===== src/rtl/cache_lookup_controller.sv =====
// Sequencing FSM in front of a set-associative tag memory: lookup, miss fetch,
// tag load into the replacement way, LRU update and completion response.
//
// state  | meaning
// IDLE   | ready for a request
// LOOKUP | tag memory compare on the latched address
// MISS   | line fetch outstanding (MEM_REQ held until MEM_ACK)
// FILL   | tag load and data write into the replacement way
// UPDATE | LRU update on the latched way
// RESP   | one-cycle completion pulse
module cache_lookup_controller #(
  parameter int ADDR_TAG_SIZE   = 4,
  parameter int ADDR_INDEX_SIZE = 3,
  parameter int CHANNEL_SIZE    = 3,
  parameter int OFFSET_SIZE     = 2,
  parameter int STAT_SIZE       = 16
) (
  input  logic                                             CLK,
  input  logic                                             RESET,
  input  logic                                             REQ_VALID,
  input  logic [ADDR_TAG_SIZE+ADDR_INDEX_SIZE+OFFSET_SIZE-1:0] REQ_ADDR,
  output logic                                             REQ_READY,
  output logic                                             RESP_VALID,
  output logic                                             RESP_HIT,
  output logic [CHANNEL_SIZE-1:0]                          RESP_CHANNEL,
  output logic [ADDR_INDEX_SIZE-1:0]                       TAG_ADDR_INDEX,
  output logic [ADDR_TAG_SIZE-1:0]                         TAG_ADDR_TAG,
  output logic                                             TAG_SIG_LRU,
  output logic                                             TAG_SIG_LOAD,
  input  logic                                             TAG_HIT,
  input  logic [CHANNEL_SIZE-1:0]                          TAG_CHANNEL,
  output logic                                             MEM_REQ,
  output logic [ADDR_TAG_SIZE+ADDR_INDEX_SIZE-1:0]         MEM_ADDR,
  input  logic                                             MEM_ACK,
  output logic                                             DATA_WE,
  output logic [CHANNEL_SIZE-1:0]                          DATA_CHANNEL,
  output logic [STAT_SIZE-1:0]                             HIT_COUNT,
  output logic [STAT_SIZE-1:0]                             MISS_COUNT
);

  localparam int ADDR_SIZE = ADDR_TAG_SIZE + ADDR_INDEX_SIZE + OFFSET_SIZE;
  localparam logic [STAT_SIZE-1:0] STAT_MAX = '1;

  typedef enum logic [2:0] {
    S_IDLE, S_LOOKUP, S_MISS, S_FILL, S_UPDATE, S_RESP
  } state_t;

  state_t                     state;
  logic [ADDR_TAG_SIZE-1:0]   tag_q;
  logic [ADDR_INDEX_SIZE-1:0] index_q;
  logic [CHANNEL_SIZE-1:0]    channel_q;
  logic                       first_hit;

  // The byte offset does not take part in the line lookup.
  logic unused_offset;
  assign unused_offset = ^REQ_ADDR[OFFSET_SIZE-1:0];

  assign REQ_READY      = (state == S_IDLE);
  assign TAG_ADDR_INDEX = index_q;
  assign TAG_ADDR_TAG   = tag_q;
  assign MEM_ADDR       = {tag_q, index_q};

  // Strobes are loaded on the edge entering their state so they are clean
  // register outputs aligned with that state.
  always_ff @(posedge CLK) begin
    if (RESET) begin
      state        <= S_IDLE;
      tag_q        <= '0;
      index_q      <= '0;
      channel_q    <= '0;
      first_hit    <= 1'b0;
      MEM_REQ      <= 1'b0;
      TAG_SIG_LRU  <= 1'b0;
      TAG_SIG_LOAD <= 1'b0;
      DATA_WE      <= 1'b0;
      DATA_CHANNEL <= '0;
      RESP_VALID   <= 1'b0;
      RESP_HIT     <= 1'b0;
      RESP_CHANNEL <= '0;
      HIT_COUNT    <= '0;
      MISS_COUNT   <= '0;
    end else begin
      TAG_SIG_LRU  <= 1'b0;
      TAG_SIG_LOAD <= 1'b0;
      DATA_WE      <= 1'b0;
      DATA_CHANNEL <= '0;
      RESP_VALID   <= 1'b0;
      RESP_HIT     <= 1'b0;
      RESP_CHANNEL <= '0;
      case (state)
        S_IDLE: begin
          if (REQ_VALID) begin
            tag_q   <= REQ_ADDR[ADDR_SIZE-1 -: ADDR_TAG_SIZE];
            index_q <= REQ_ADDR[OFFSET_SIZE +: ADDR_INDEX_SIZE];
            state   <= S_LOOKUP;
          end
        end
        S_LOOKUP: begin
          first_hit <= TAG_HIT;
          if (TAG_HIT) begin
            channel_q   <= TAG_CHANNEL;
            TAG_SIG_LRU <= 1'b1;
            state       <= S_UPDATE;
            if (HIT_COUNT != STAT_MAX) HIT_COUNT <= HIT_COUNT + 1'b1;
          end else begin
            MEM_REQ <= 1'b1;
            state   <= S_MISS;
            if (MISS_COUNT != STAT_MAX) MISS_COUNT <= MISS_COUNT + 1'b1;
          end
        end
        S_MISS: begin
          // Address is frozen, so the replacement way seen here is the one
          // the tag memory will use for the load in FILL.
          if (MEM_ACK) begin
            MEM_REQ      <= 1'b0;
            TAG_SIG_LOAD <= 1'b1;
            DATA_WE      <= 1'b1;
            DATA_CHANNEL <= TAG_CHANNEL;
            channel_q    <= TAG_CHANNEL;
            state        <= S_FILL;
          end
        end
        S_FILL: begin
          TAG_SIG_LRU <= 1'b1;
          state       <= S_UPDATE;
        end
        S_UPDATE: begin
          RESP_VALID   <= 1'b1;
          RESP_HIT     <= first_hit;
          RESP_CHANNEL <= channel_q;
          state        <= S_RESP;
        end
        S_RESP:  state <= S_IDLE;
        default: state <= S_IDLE;
      endcase
    end
  end

endmodule


===== config.mk =====
export PLATFORM = sky130hd
export DESIGN_NAME = cache_lookup_controller
export DESIGN_NICKNAME = d
export VERILOG_FILES = /design/src/rtl/cache_lookup_controller.sv
export SDC_FILE = /design/constraint.sdc
export NUM_CORES = 1
export LEC_CHECK = 0
export BUFFER_PORTS_ARGS = -buffer_cell sky130_fd_sc_hd__buf_2
export CAP_MARGIN = 20
export CORE_MARGIN = 5
export CORE_UTILIZATION = 46
export DETAILED_ROUTE_END_ITERATION = 10
export PLACE_DENSITY = 0.82
export SYNTH_ARGS = -nofsm -noshare
export SYNTH_HDL_FRONTEND = slang
export SYNTH_SLANG_ARGS = --single-unit

===== constraint.sdc =====
create_clock -name CLK -period 1.6 [get_ports CLK]
set_input_delay 0.16 -clock CLK [delete_from_list [all_inputs] [get_ports CLK]]
set_output_delay 0.16 -clock CLK [all_outputs]
set_load 0.05 [all_outputs]

=== Word-level counts from Yosys, hierarchy flattened ===
Cells that the tools add are included.

* $add $sub $neg: 2
* Equal/unequal tests: 10
* Multiplexer cells: 14
* Bitwise logic cells: 4
* Reduce and logical (&&, ||, !) cells: 11

{| class="wikitable"
|+ Operators by type and width
! kind !! count
|-
| 16-bit by 1-bit adder with 16-bit output, second input constant || 2
|-
| 16-bit != test, second input constant || 2
|-
| 3-bit 2-to-1 mux || 5
|-
| 3-bit one-hot mux with 5 select lines || 1
|-
| 3-bit AND reduction || 4
|-
| 2-bit != test, second input constant || 4
|-
| 3-bit by 2-bit equality test with 1-bit output, second input constant || 2
|-
| 3-bit one-hot mux with 2 select lines || 1
|-
| 1-bit 2-to-1 mux || 5
|-
| 1-bit inverter || 4
|-
| 1-bit one-hot mux with 2 select lines || 2
|-
| 2-bit AND reduction || 2
|-
| 2-bit OR reduction || 2
|-
| 3-bit by 1-bit equality test with 1-bit output, second input constant || 1
|-
| 3-bit equality test, second input constant || 1
|-
| 3-bit logical NOT || 1
|-
| 3-bit OR reduction || 1
|-
| 2-bit nonzero test || 1
|}

* Bits in registers: 57
* Bits of input ports: 17
* Output and inout bits: 59
* Word-level logic and storage cells: 55

=== Depth between registers and ports, before layout ===
Gate-level depths: netlist of run 1.

* Depth in word-level cells: 3
* Mapped depth: 7
* Mapped depth without buffers: 5

=== Least setup slack after synthesis of run 1 ===
No wires, ideal clock.

* Kind: reg2reg
* From: register state[1]
* To: register index_q[0], in the netlist TAG_ADDR_INDEX[0]
* Arrival: 2.483 ns
* Required time: 1.472 ns
* Path slack: -1.011 ns
* Cell stages (with the launch flop): 7
* Period minus slack after synthesis: 2.611 ns
* Cells stage by stage: dfxtp_1 -> clkbuf_1 -> nor3_1 -> and2_1 -> clkbuf_1 -> mux2i_1 -> nor2_1

* Longest elaborated chain between the ends: 2

{| class="wikitable"
|+ Ends and longest elaborated chain
! element !! line !! RTL
|-
| start, declared || 48 || <nowiki>state_t state;</nowiki>
|-
| start signal, assigned || 67 || <nowiki>state <= S_IDLE;</nowiki>
|-
| start signal, assigned || 95 || <nowiki>state <= S_LOOKUP;</nowiki>
|-
| start signal, assigned || 103 || <nowiki>state <= S_UPDATE;</nowiki>
|-
| 3-bit logical NOT || - ||
|-
| via REQ_READY || 22 || <nowiki>output logic REQ_READY,</nowiki>
|-
| 2-bit AND reduction (no line) || - ||
|-
| end signal, assigned || 94 || <nowiki>index_q <= REQ_ADDR[OFFSET_SIZE +: ADDR_INDEX_SIZE];</nowiki>
|-
| end, declared || 50 || <nowiki>logic [ADDR_INDEX_SIZE-1:0] index_q;</nowiki>
|}

The timed path passes the listed nets, and every way through them passes these cells.
A chain may end at the register's enable or synchronous reset.

=== Final worst setup path of run 1 ===
* From: register MISS_COUNT[1]
* To: register MISS_COUNT[3]

* Longest elaborated chain between the ends: 2

{| class="wikitable"
|+ Ends and longest elaborated chain
! element !! line !! RTL
|-
| start, declared || 38 || <nowiki>output logic [STAT_SIZE-1:0] MISS_COUNT</nowiki>
|-
| start signal, assigned || 108 || <nowiki>if (MISS_COUNT != STAT_MAX) MISS_COUNT <= MISS_COUNT + 1'b1;</nowiki>
|-
| branches (longest 2 deep; another with 16-bit by 1-bit adder with 16-bit output) || - ||
|}

Parallel ways; which one is timed is not known.

==> flow_summary.json, run 1 <==
{
  "status": "finished with violations",
  "violations": "negative setup slack",
  "core_area_mm2": 0.005439,
  "syn-cell-area_mm2": 0.002550,
  "startpoint_type": "flop",
  "post-synth-top-count-cell": "dfxtp_1",
  "swShare_pct": 29.04,
  "hpwl_um": 4722,
  "dieArea_mm2": 0.007133,
  "maxCapViolations": 0,
  "drt_pass1_iterations": 4,
  "pwr-share-seq_pct": 44.9,
  "ant_nets": 0,
  "reg2reg_from": "MISS_COUNT[1]$_SDFFE_PP0P_",
  "dr_wl_met3_um": 398,
  "crit_type": "reg2reg",
  "power_frac_comb_pct": 18.2,
  "die_h_um": 84.46,
  "crit_path_start": "MISS_COUNT[1]$_SDFFE_PP0P_",
  "setup_ws_ps": -41.84,
  "drive_gt1_share_pct": 49.11,
  "yosys.area.top_type_share_pct": 44.75,
  "clk_latency_ps": 330,
  "arrival_ps": 1900,
  "pre_cts_slack_ps": -72.47,
  "io_pins": 76,
  "cp_max_fo": 7,
  "top_layer_used": "met4",
  "yosysSeqAreaShare_pct": 44.75,
  "end_kind": "flop",
  "cp_data_required_time_ps": 1860,
  "drt_iter0_drc": 138,
  "antenna_found_initial": 0,
  "p_per_area_mw_per_mm2": 895.6,
  "vdd_drop_max_v": 0.0006180,
  "yosys_register_bits": 57,
  "ys_top_cells_by_area": "dfxtp_1 (45%), a21oi_1 (6.1%), o31ai_1 (4.4%)",
  "final_area_mm2": 0.003694,
  "leakagePower_nw": 1.528,
  "finalCritPeriodShare_pct": 102.6,
  "synth_cell_types": 39,
  "cts.clk_slew.worst_paths_ps": 60,
  "gp_congestion": 0.8654,
  "postCtsHoldBufs": 0,
  "cts_buffers": 9,
  "finalHoldViolations": 0,
  "relSlewSlack_pct": 70.58,
  "routedWlPerCell_um": 14.96,
  "nNetsFinal": 408,
  "p_switching_mw": 0.9606,
  "grt.total_usage_pct": 18.88,
  "yosys.area.top_type": "dfxtp_1",
  "fmax_ghz": 0.6091,
  "synth_ff_type": "dfxtp_1",
  "fin_crit_ps": 1642,
  "grt_max_degree": 25,
  "final_util_pct": 67.91,
  "synth-edff-count": 0,
  "synth_common_cells": "dfxtp_1 (57), a21oi_1 (31), nor2_1 (21), o31ai_1 (15)",
  "p_int_mw": 2.347,
  "rsz0062_at_grt": "true",
  "drc": 0,
  "clkPwrFrac_pct": 36.9,
  "synth_warnings": 0,
  "initial_core_util_pct": 46.88,
  "cts_tree": "done",
  "diodes": 0,
  "root_buffer": "clkbuf_8",
  "area_growth_pct": 44.85,
  "syn_avg_cell_area_um2": 9.042,
  "postSynthCellCount": 282,
  "setup-tns-final_ps": -154.6,
  "placed_cell_area_mm2": 0.003298,
  "wirelength_um": 6957,
  "maxSlewViolCount": 0,
  "clock_sinks": 57,
  "route.met2.wl_um": 3651,
  "met1_length_um": 2793,
  "num_rows": 27,
  "worst-slew-pin-transition_ps": 441.3,
  "grt_pass1_wl_um": 11180,
  "ys_async_sr_fraction_pct": 0,
  "hold_path_class": "in2reg",
  "cts.path.max_buffers": 2,
  "min_from": "TAG_CHANNEL[0]",
  "setup_violations": 6,
  "overflow": 0,
  "io_buffers": 73,
  "via_count": 2597,
  "grt_pass1_vias": 2482,
  "syn_nets": 301,
  "skew_ps": 6.421,
  "die_width_um": 84.46,
  "vias_per_cell": 5.585,
  "htreeDepth": 3
}
power by group through the flow:
stage / clock network [mW] / logic [mW] / registers (mW)
floorplan: 0 / 0.333 / 1.63
finish: 1.22 / 0.602 / 1.49
CTS: 1.26 / 0.596 / 1.49
global route: 1.33 / 0.642 / 1.49
global placement: 0 / 0.578 / 1.51
detailed placement: 0 / 0.588 / 1.52
logic make-up (layout without fill, tap and decap cells):
| family | count (synthesis) | after routing | share of synthesized area [%] |
|---|---|---|---|
| simple gates | 112 | 112 | 26.30 |
| compound gates | 71 | 71 | 17.27 |
| flops | 57 | 57 | 44.75 |
| buf+inv | 28 | 139 | 5.986 |
| mux | 11 | 11 | 4.367 |
| fa+ha+maj | 2 | 2 | 0.9812 |
| xor+xnor | 1 | 1 | 0.3435 |
cell usage in the layout, fill, tap and decap left out, types with 3 or more instances in the layout:
cell type	count
a21oi_2	3
buf_4	41
nand3b_1	5
inv_1	5
dfxtp_1	24
mux2i_1	10
and3_1	4
nor2_1	21
buf_2	73
o31ai_2	4
o21ai_1	4
o21ai_0	6
dfxtp_2	17
o31ai_1	10
dfxtp_4	16
nand3_1	7
and4_1	4
or3_1	8
clkbuf_8	10
o41ai_1	3
or4_1	12
buf_6	3
nand2_1	14
a21oi_1	28
nand4_1	10
and2_1	8
metrics by stage:
step	power, mW	cells	hold slack [ps]
6_report	3.308	465	43.04
5_1_grt	3.469	465	49.99
4_1_cts	3.345	461	35.47
3_5_place_dp	2.106	441	381.4
3_3_place_gp	2.092	441	382.4
2_1_floorplan	1.959	282	261.1
final timing paths:
path | endpoint | slack [ps] | cells past startpoint
setup / recovery | MISS_COUNT[3]$_SDFFE_PP0P_ | -40 | 6
hold reg to reg | RESP_HIT$_SDFF_PP0_ | 460 | 1
hold / removal | DATA_CHANNEL[0]$_SDFF_PP0_ | 40 | 2
setup reg to reg | MISS_COUNT[3]$_SDFFE_PP0P_ | -40 | 6
critical path, cell delays in order (launching register included):
cell and delay, ps:
dfxtp_4 360, ha_4 160, nand4_1 190, nor4_2 80, buf_4 170, or4_1 480, a21oi_1 130
registers in the layout, indices dropped and copies added (netlist names), 3 cells and up:
name / cells
HIT_COUNT: 16
MISS_COUNT: 16
TAG_ADDR_TAG: 4
DATA_CHANNEL: 3
RESP_CHANNEL: 3
TAG_ADDR_INDEX: 3
channel_q: 3
state: 3
timing repair:
item | 4_1_cts | 5_1_grt
pin swaps | 7 | 16
gates resized for setup | 7 | 30
setup endpoints to repair | 9 | 21
setup buffers | 5 | 5
area by class of cell:
class / instances / area, um^2
tap: 72 / 90.09
clock inverter: 2 / 12.51
fill: 446 / 1745
timing repair buffer: 119 / 747.0
inverter: 5 / 18.77
sequential: 57 / 1222
clock buffer: 13 / 170.2
multi-input combinational: 197 / 1433
metal layers:
metal | vias to the layer above | global-route usage [%]
li1 | 1280 | -
met1 | 1237 | 21.83
met2 | 67 | 33.14
met3 | 13 | 4.612
met4 | 0 | 8.058
met5 | - | 0
(Power assumes the default switching activity.)
==> inputs of run 2 (changes only) <==
Settings changed: BUFFER_PORTS_ARGS -buffer_cell sky130_fd_sc_hd__buf_2 to -buffer_cell sky130_fd_sc_hd__buf_4, PLACE_DENSITY 0.82 to 0.78.
==> run 2 against run 1 <==
  * The run still ends with negative setup slack left
  * Largest cell class unchanged
  * Utilization up 6.4 points
  * Critical path depth up 1
  * Flip-flop and latch count unchanged
  * Power down 0.64%
  * Sequential power about the same
  * Clock-buffer cell count down 1
  * Largest power group unchanged
==> flow_summary.json, run 2 (synthesis gave the netlist of run 1 again) <==
{
  "status": "finished with violations",
  "violations": "negative setup slack",
  "p_int_mw": 2.263,
  "crit_slowest_cell": "dfxtp_4",
  "clkPwrFrac_pct": 34.2,
  "end_kind": "flop",
  "worst_path_most_repeated_cell": "buf_6",
  "setup_ws_ps": -84.82,
  "p_per_area_mw_per_mm2": 813.3,
  "initial_core_util_pct": 46.88,
  "grt.total_usage_pct": 20.27,
  "grt_max_degree": 20,
  "rsz0062_at_grt": "true",
  "io_buffers": 73,
  "place_inst": 446,
  "maxSlewViolCount": 0,
  "maxCapViolations": 0,
  "crit_path_start": "state[1]$_SDFFE_PP0P_",
  "min_from": "TAG_CHANNEL[2]",
  "finalCritPeriodShare_pct": 105.3,
  "routedWlPerCell_um": 16.67,
  "cp_data_required_time_ps": 1880,
  "pwr-share-seq_pct": 45.4,
  "root_buffer": "clkbuf_8",
  "startpoint_type": "flop",
  "via_count": 2799,
  "cts_tree": "done",
  "layout_common_cells": "buf_4 (125), dfxtp_1 (24), a21oi_1 (23)",
  "setup_violations": 11,
  "io_pins": 76,
  "drt_pass1_iterations": 4,
  "swShare_pct": 31.15,
  "antenna_found_initial": 0,
  "cp_max_fo": 4,
  "cts_buffers": 9,
  "worst-slew-pin-transition_ps": 352.4,
  "crit_type": "reg2reg",
  "hpwl_um": 5038,
  "total_power_mw": 3.287,
  "power_frac_comb_pct": 20.4,
  "final_util_pct": 74.30,
  "critical_path.cell_chain": "nor4b_4 -> buf_4 -> buf_6 -> nand3_4 -> buf_6 -> or3_4 -> a21oi_2",
  "vdd_drop_max_v": 0.0004615,
  "nNetsFinal": 424,
  "vias_per_cell": 5.807,
  "htreeDepth": 3,
  "clock_sinks": 57,
  "postCtsHoldBufs": 0,
  "relSlewSlack_pct": 76.20,
  "grt_pass1_wl_um": 11890,
  "clk_latency_ps": 340,
  "arrival_ps": 1960,
  "drt_iter0_drc": 204,
  "final_common_cell": "buf_4",
  "cts.path.max_buffers": 2,
  "num_rows": 27,
  "cts.clk_slew.worst_paths_ps": 80,
  "placed_cell_area_mm2": 0.003493,
  "fin_crit_ps": 1685,
  "grt_pass1_vias": 2577,
  "finalHoldViolations": 0,
  "reg2reg_from": "state[1]$_SDFFE_PP0P_",
  "ant_nets": 0,
  "final_area_mm2": 0.004041,
  "drive_gt1_share_pct": 53.41,
  "overflow": 0,
  "crit_path_max_incr_delay_ps": 360,
  "pre_cts_slack_ps": -110.0,
  "die_width_um": 84.46,
  "hold_path_class": "in2reg",
  "finalNonFillerCells": 482,
  "dieArea_mm2": 0.007133,
  "core_area_mm2": 0.005439,
  "leakagePower_nw": 1.632,
  "fmax_ghz": 0.5935,
  "diodes": 0,
  "gp_congestion": 0.7751,
  "area_growth_pct": 58.49,
  "p_switching_mw": 1.024,
  "skew_ps": 17.71,
  "drc": 0,
  "die_h_um": 84.46,
  "wirelength_um": 8036
}
==> run 2: cell types whose count changed in the layout (fill, tap and decap cells not counted), sizes merged <==
cell / previous run / this run
buf: 119 / 134
clkbuf: 13 / 12
clkinv: 1 / 4
clkinvlp: 1 / 0
nand4: 11 / 12
==> run 2: layer usage <==
metal | up-vias | wire length (um) | track usage, %
li1 | 1315 | - | -
met1 | 1352 | 3131 | 24.25
met2 | 119 | 4240 | 34.65
met3 | 13 | 503 | 4.220
met4 | 0 | 161 | 9.640
met5 | - | 0 | 0
==> run 2: through the flow <==
step | TNS [ps] | hold slack (ps)
6_report | -403.8 | 38.99
5_1_grt | -1723 | 23.54
4_1_cts | -0.3437 | 32.10
3_5_place_dp | -406.3 | 378.6
3_3_place_gp | -25.09 | 377.5
2_1_floorplan | -1905 | 261.1
==> run 2: layout make-up <==
cell class              count  area [um^2]
multi-input cells         198         1513
well taps                  72        90.09
clock inverters             4        20.02
flip-flops and latches     57         1222
inverters                   5        18.77
repair buffers            134         1042
clock buffers              12        135.1
fillers                   402         1398
==> run 2: what timing repair did <==
item / CTS / global route
resized for setup: 8 / 50
hold endpoints to repair: 0 / 0
pin swaps: 7 / 23
setup buffers: 5 / 15
cloned: 0 / 2
endpoints found under the setup margin: 11 / 24
==> run 2: final timing paths <==
kind / endpoint / slack [ps] / depth (start not counted)
max reg2reg: MISS_COUNT[12]$_SDFFE_PP0P_ / -80 / 7
min: DATA_CHANNEL[2]$_SDFF_PP0_ / 40 / 2
max: MISS_COUNT[12]$_SDFFE_PP0P_ / -80 / 7
min reg2reg: RESP_CHANNEL[0]$_SDFF_PP0_ / 460 / 1
==> run 2: worst max-delay path: cells and delay by family, from the launching register on <==
family / cells / cell delay, ps
AOI/OAI and AO/OA: 1 / 130
DFF: 1 / 360
and+or+nand+nor: 3 / 690
buffers and inverters: 3 / 450
==> run 2: power by group through the flow <==
stage          Sequential (mW)  Clock, mW  Combinational [mW]
5_1_grt                   1.50       1.23               0.711
4_1_cts                   1.49       1.13               0.636
3_3_place_gp              1.52          0               0.612
6_report                  1.49       1.13               0.670
3_5_place_dp              1.52          0               0.623
2_1_floorplan             1.63          0               0.333
==> inputs of run 3 (changes only) <==
Settings changed: SETUP_SLACK_MARGIN set to 0.4.
==> run 3 against run 2 <==
  * The flow still finishes with violations (negative setup slack)
  * Utilization is 13 points higher
  * Via count grew 13%
  * Fmax is 8.9% lower
  * Clock-buffer cell count up 3
  * Critical endpoint is now MISS_COUNT[0]$_SDFFE_PP0P_
==> flow_summary.json, run 3 (synthesis gave the netlist of run 1 again) <==
{
  "status": "finished with violations",
  "violations": "negative setup slack",
  "overflow": 0,
  "path_depth": 6,
  "power_frac_comb_pct": 24.1,
  "clock_sinks": 57,
  "io_buffers": 73,
  "final_common_cell": "buf_4",
  "p_int_mw": 2.596,
  "htreeDepth": 3,
  "r2r_slack_ps": -250,
  "startpoint_type": "flop",
  "skew_ps": 10.20,
  "drc": 0,
  "finalNonFillerCells": 511,
  "vias_per_cell": 6.215,
  "ant_nets": 0,
  "gp_congestion": 0.7802,
  "reg2reg_from": "state[1]$_SDFFE_PP0P_",
  "drt_iter0_drc": 230,
  "clk_latency_ps": 350,
  "cts.clk_slew.worst_paths_ps": 70,
  "core_area_mm2": 0.005439,
  "grt_pass1_wl_um": 14270,
  "hold_path_class": "in2reg",
  "critical_path.cell_chain": "nor2_1 -> buf_4 -> nand3b_1 -> buf_4 -> or3_1 -> a21oi_1",
  "clkPwrFrac_pct": 36.7,
  "routedWlPerCell_um": 22.45,
  "place_inst": 443,
  "maxCapViolations": 0,
  "cts.path.max_buffers": 2,
  "whs_ps": 50.80,
  "cts_buffers": 9,
  "initial_core_util_pct": 46.88,
  "placed_cell_area_mm2": 0.003497,
  "cp_max_fo": 4,
  "maxSlewViolCount": 0,
  "wirelength_um": 11470,
  "arrival_ps": 2100,
  "leakagePower_nw": 1.888,
  "p_switching_mw": 1.185,
  "setup_violations": 28,
  "relSlewSlack_pct": 74.19,
  "fin_crit_ps": 1849,
  "diodes": 0,
  "worst_path_most_repeated_cell": "buf_4",
  "drt_pass1_iterations": 5,
  "area_growth_pct": 85.92,
  "swShare_pct": 31.34,
  "dieArea_mm2": 0.007133,
  "antenna_found_initial": 0,
  "hold_path_depth": 2,
  "total_power_mw": 3.781,
  "pre_cts_slack_ps": -80.17,
  "fmax_ghz": 0.5409,
  "critPathTopFamily": "simple AND/OR/NAND/NOR gates",
  "path_buf_inv": 2,
  "endpoint": "MISS_COUNT[0]$_SDFFE_PP0P_",
  "die_h_um": 84.46,
  "grt_max_degree": 24,
  "grt_pass1_vias": 2940,
  "die_width_um": 84.46,
  "rsz0062_at_grt": "true",
  "crit_path_max_incr_delay_ps": 370,
  "worst-slew-pin-transition_ps": 385.5,
  "p_per_area_mw_per_mm2": 797.5,
  "vdd_drop_max_v": 0.0005499,
  "layout_common_cells": "buf_4 (131), buf_6 (31), dfxtp_4 (26)",
  "regToRegEndpoint": "MISS_COUNT[0]$_SDFFE_PP0P_",
  "cts_tree": "done",
  "num_rows": 27,
  "end_kind": "flop",
  "setup_ws_ps": -248.6,
  "finalCritPeriodShare_pct": 115.5,
  "via_count": 3176,
  "drive_gt1_share_pct": 68.56,
  "crit_type": "reg2reg",
  "root_buffer": "clkbuf_8",
  "pwr-share-seq_pct": 39.3,
  "cp_data_required_time_ps": 1850,
  "io_pins": 76,
  "hpwl_um": 5068,
  "nNetsFinal": 453,
  "final_area_mm2": 0.004741,
  "crit_path_start": "state[1]$_SDFFE_PP0P_",
  "reg2reg_depth": 6,
  "finalHoldViolations": 0,
  "crit_slowest_cell": "dfxtp_4",
  "grt.total_usage_pct": 24.93
}
==> run 3: final cells by class <==
cell class / count / area, um^2
tap: 72 / 90.09
timing repair buffer: 163 / 1348
clock buffer: 15 / 197.7
multi-input combinational: 198 / 1833
fill: 231 / 698.2
inverter: 5 / 18.77
clock inverter: 1 / 5.005
sequential: 57 / 1249
==> run 3: metrics by stage <==
stage	TNS (ps)	utilization (%)
floorplan	-2275	-
global placement	-44.00	64.30
detailed placement	-362.5	64.30
CTS	-24.79	77.98
global route	-3683	87.16
finish	-2420	87.16
==> run 3: how the worst min path moves through the flow <==
stage | slack (ps) | startpoint | to
2_1_floorplan | 260 | RESET | RESP_VALID$_SDFF_PP0_
3_3_place_gp | 380 | TAG_CHANNEL[1] | DATA_CHANNEL[1]$_SDFF_PP0_
3_5_place_dp | 380 | TAG_CHANNEL[1] | DATA_CHANNEL[1]$_SDFF_PP0_
4_1_cts | 40 | TAG_CHANNEL[1] | DATA_CHANNEL[1]$_SDFF_PP0_
5_1_grt | 40 | TAG_CHANNEL[2] | DATA_CHANNEL[2]$_SDFF_PP0_
6_report | 50 | TAG_CHANNEL[2] | DATA_CHANNEL[2]$_SDFF_PP0_
==> run 3: routing by layer <==
metal  up-vias  global-route usage [%]  wire length (um)  part of all wire, %
li1       1368                       -                 -                    -
met1      1553                   27.12              4253                   37
met2       207                   44.26              5849                   51
met3        48                   6.477               898                  7.8
met4         0                   13.09               472                  4.1
met5         -                       0                 0                    0
==> run 3: timing repair <==
item,CTS,global route
hold buffers,0,0
setup endpoints to repair,51,62
buffers inserted,27,23
cloned,2,0
pin swaps,43,38
resized for setup,80,71
==> run 3: power groups by stage <==
stage / clock network (mW) / logic, mW / registers [mW]
after floorplan: 0 / 0.335 / 1.62
after global placement: 0 / 0.604 / 1.51
after detailed placement: 0 / 0.614 / 1.52
after CTS: 1.35 / 0.738 / 1.48
after global routing: 1.47 / 0.944 / 1.49
final: 1.39 / 0.911 / 1.48
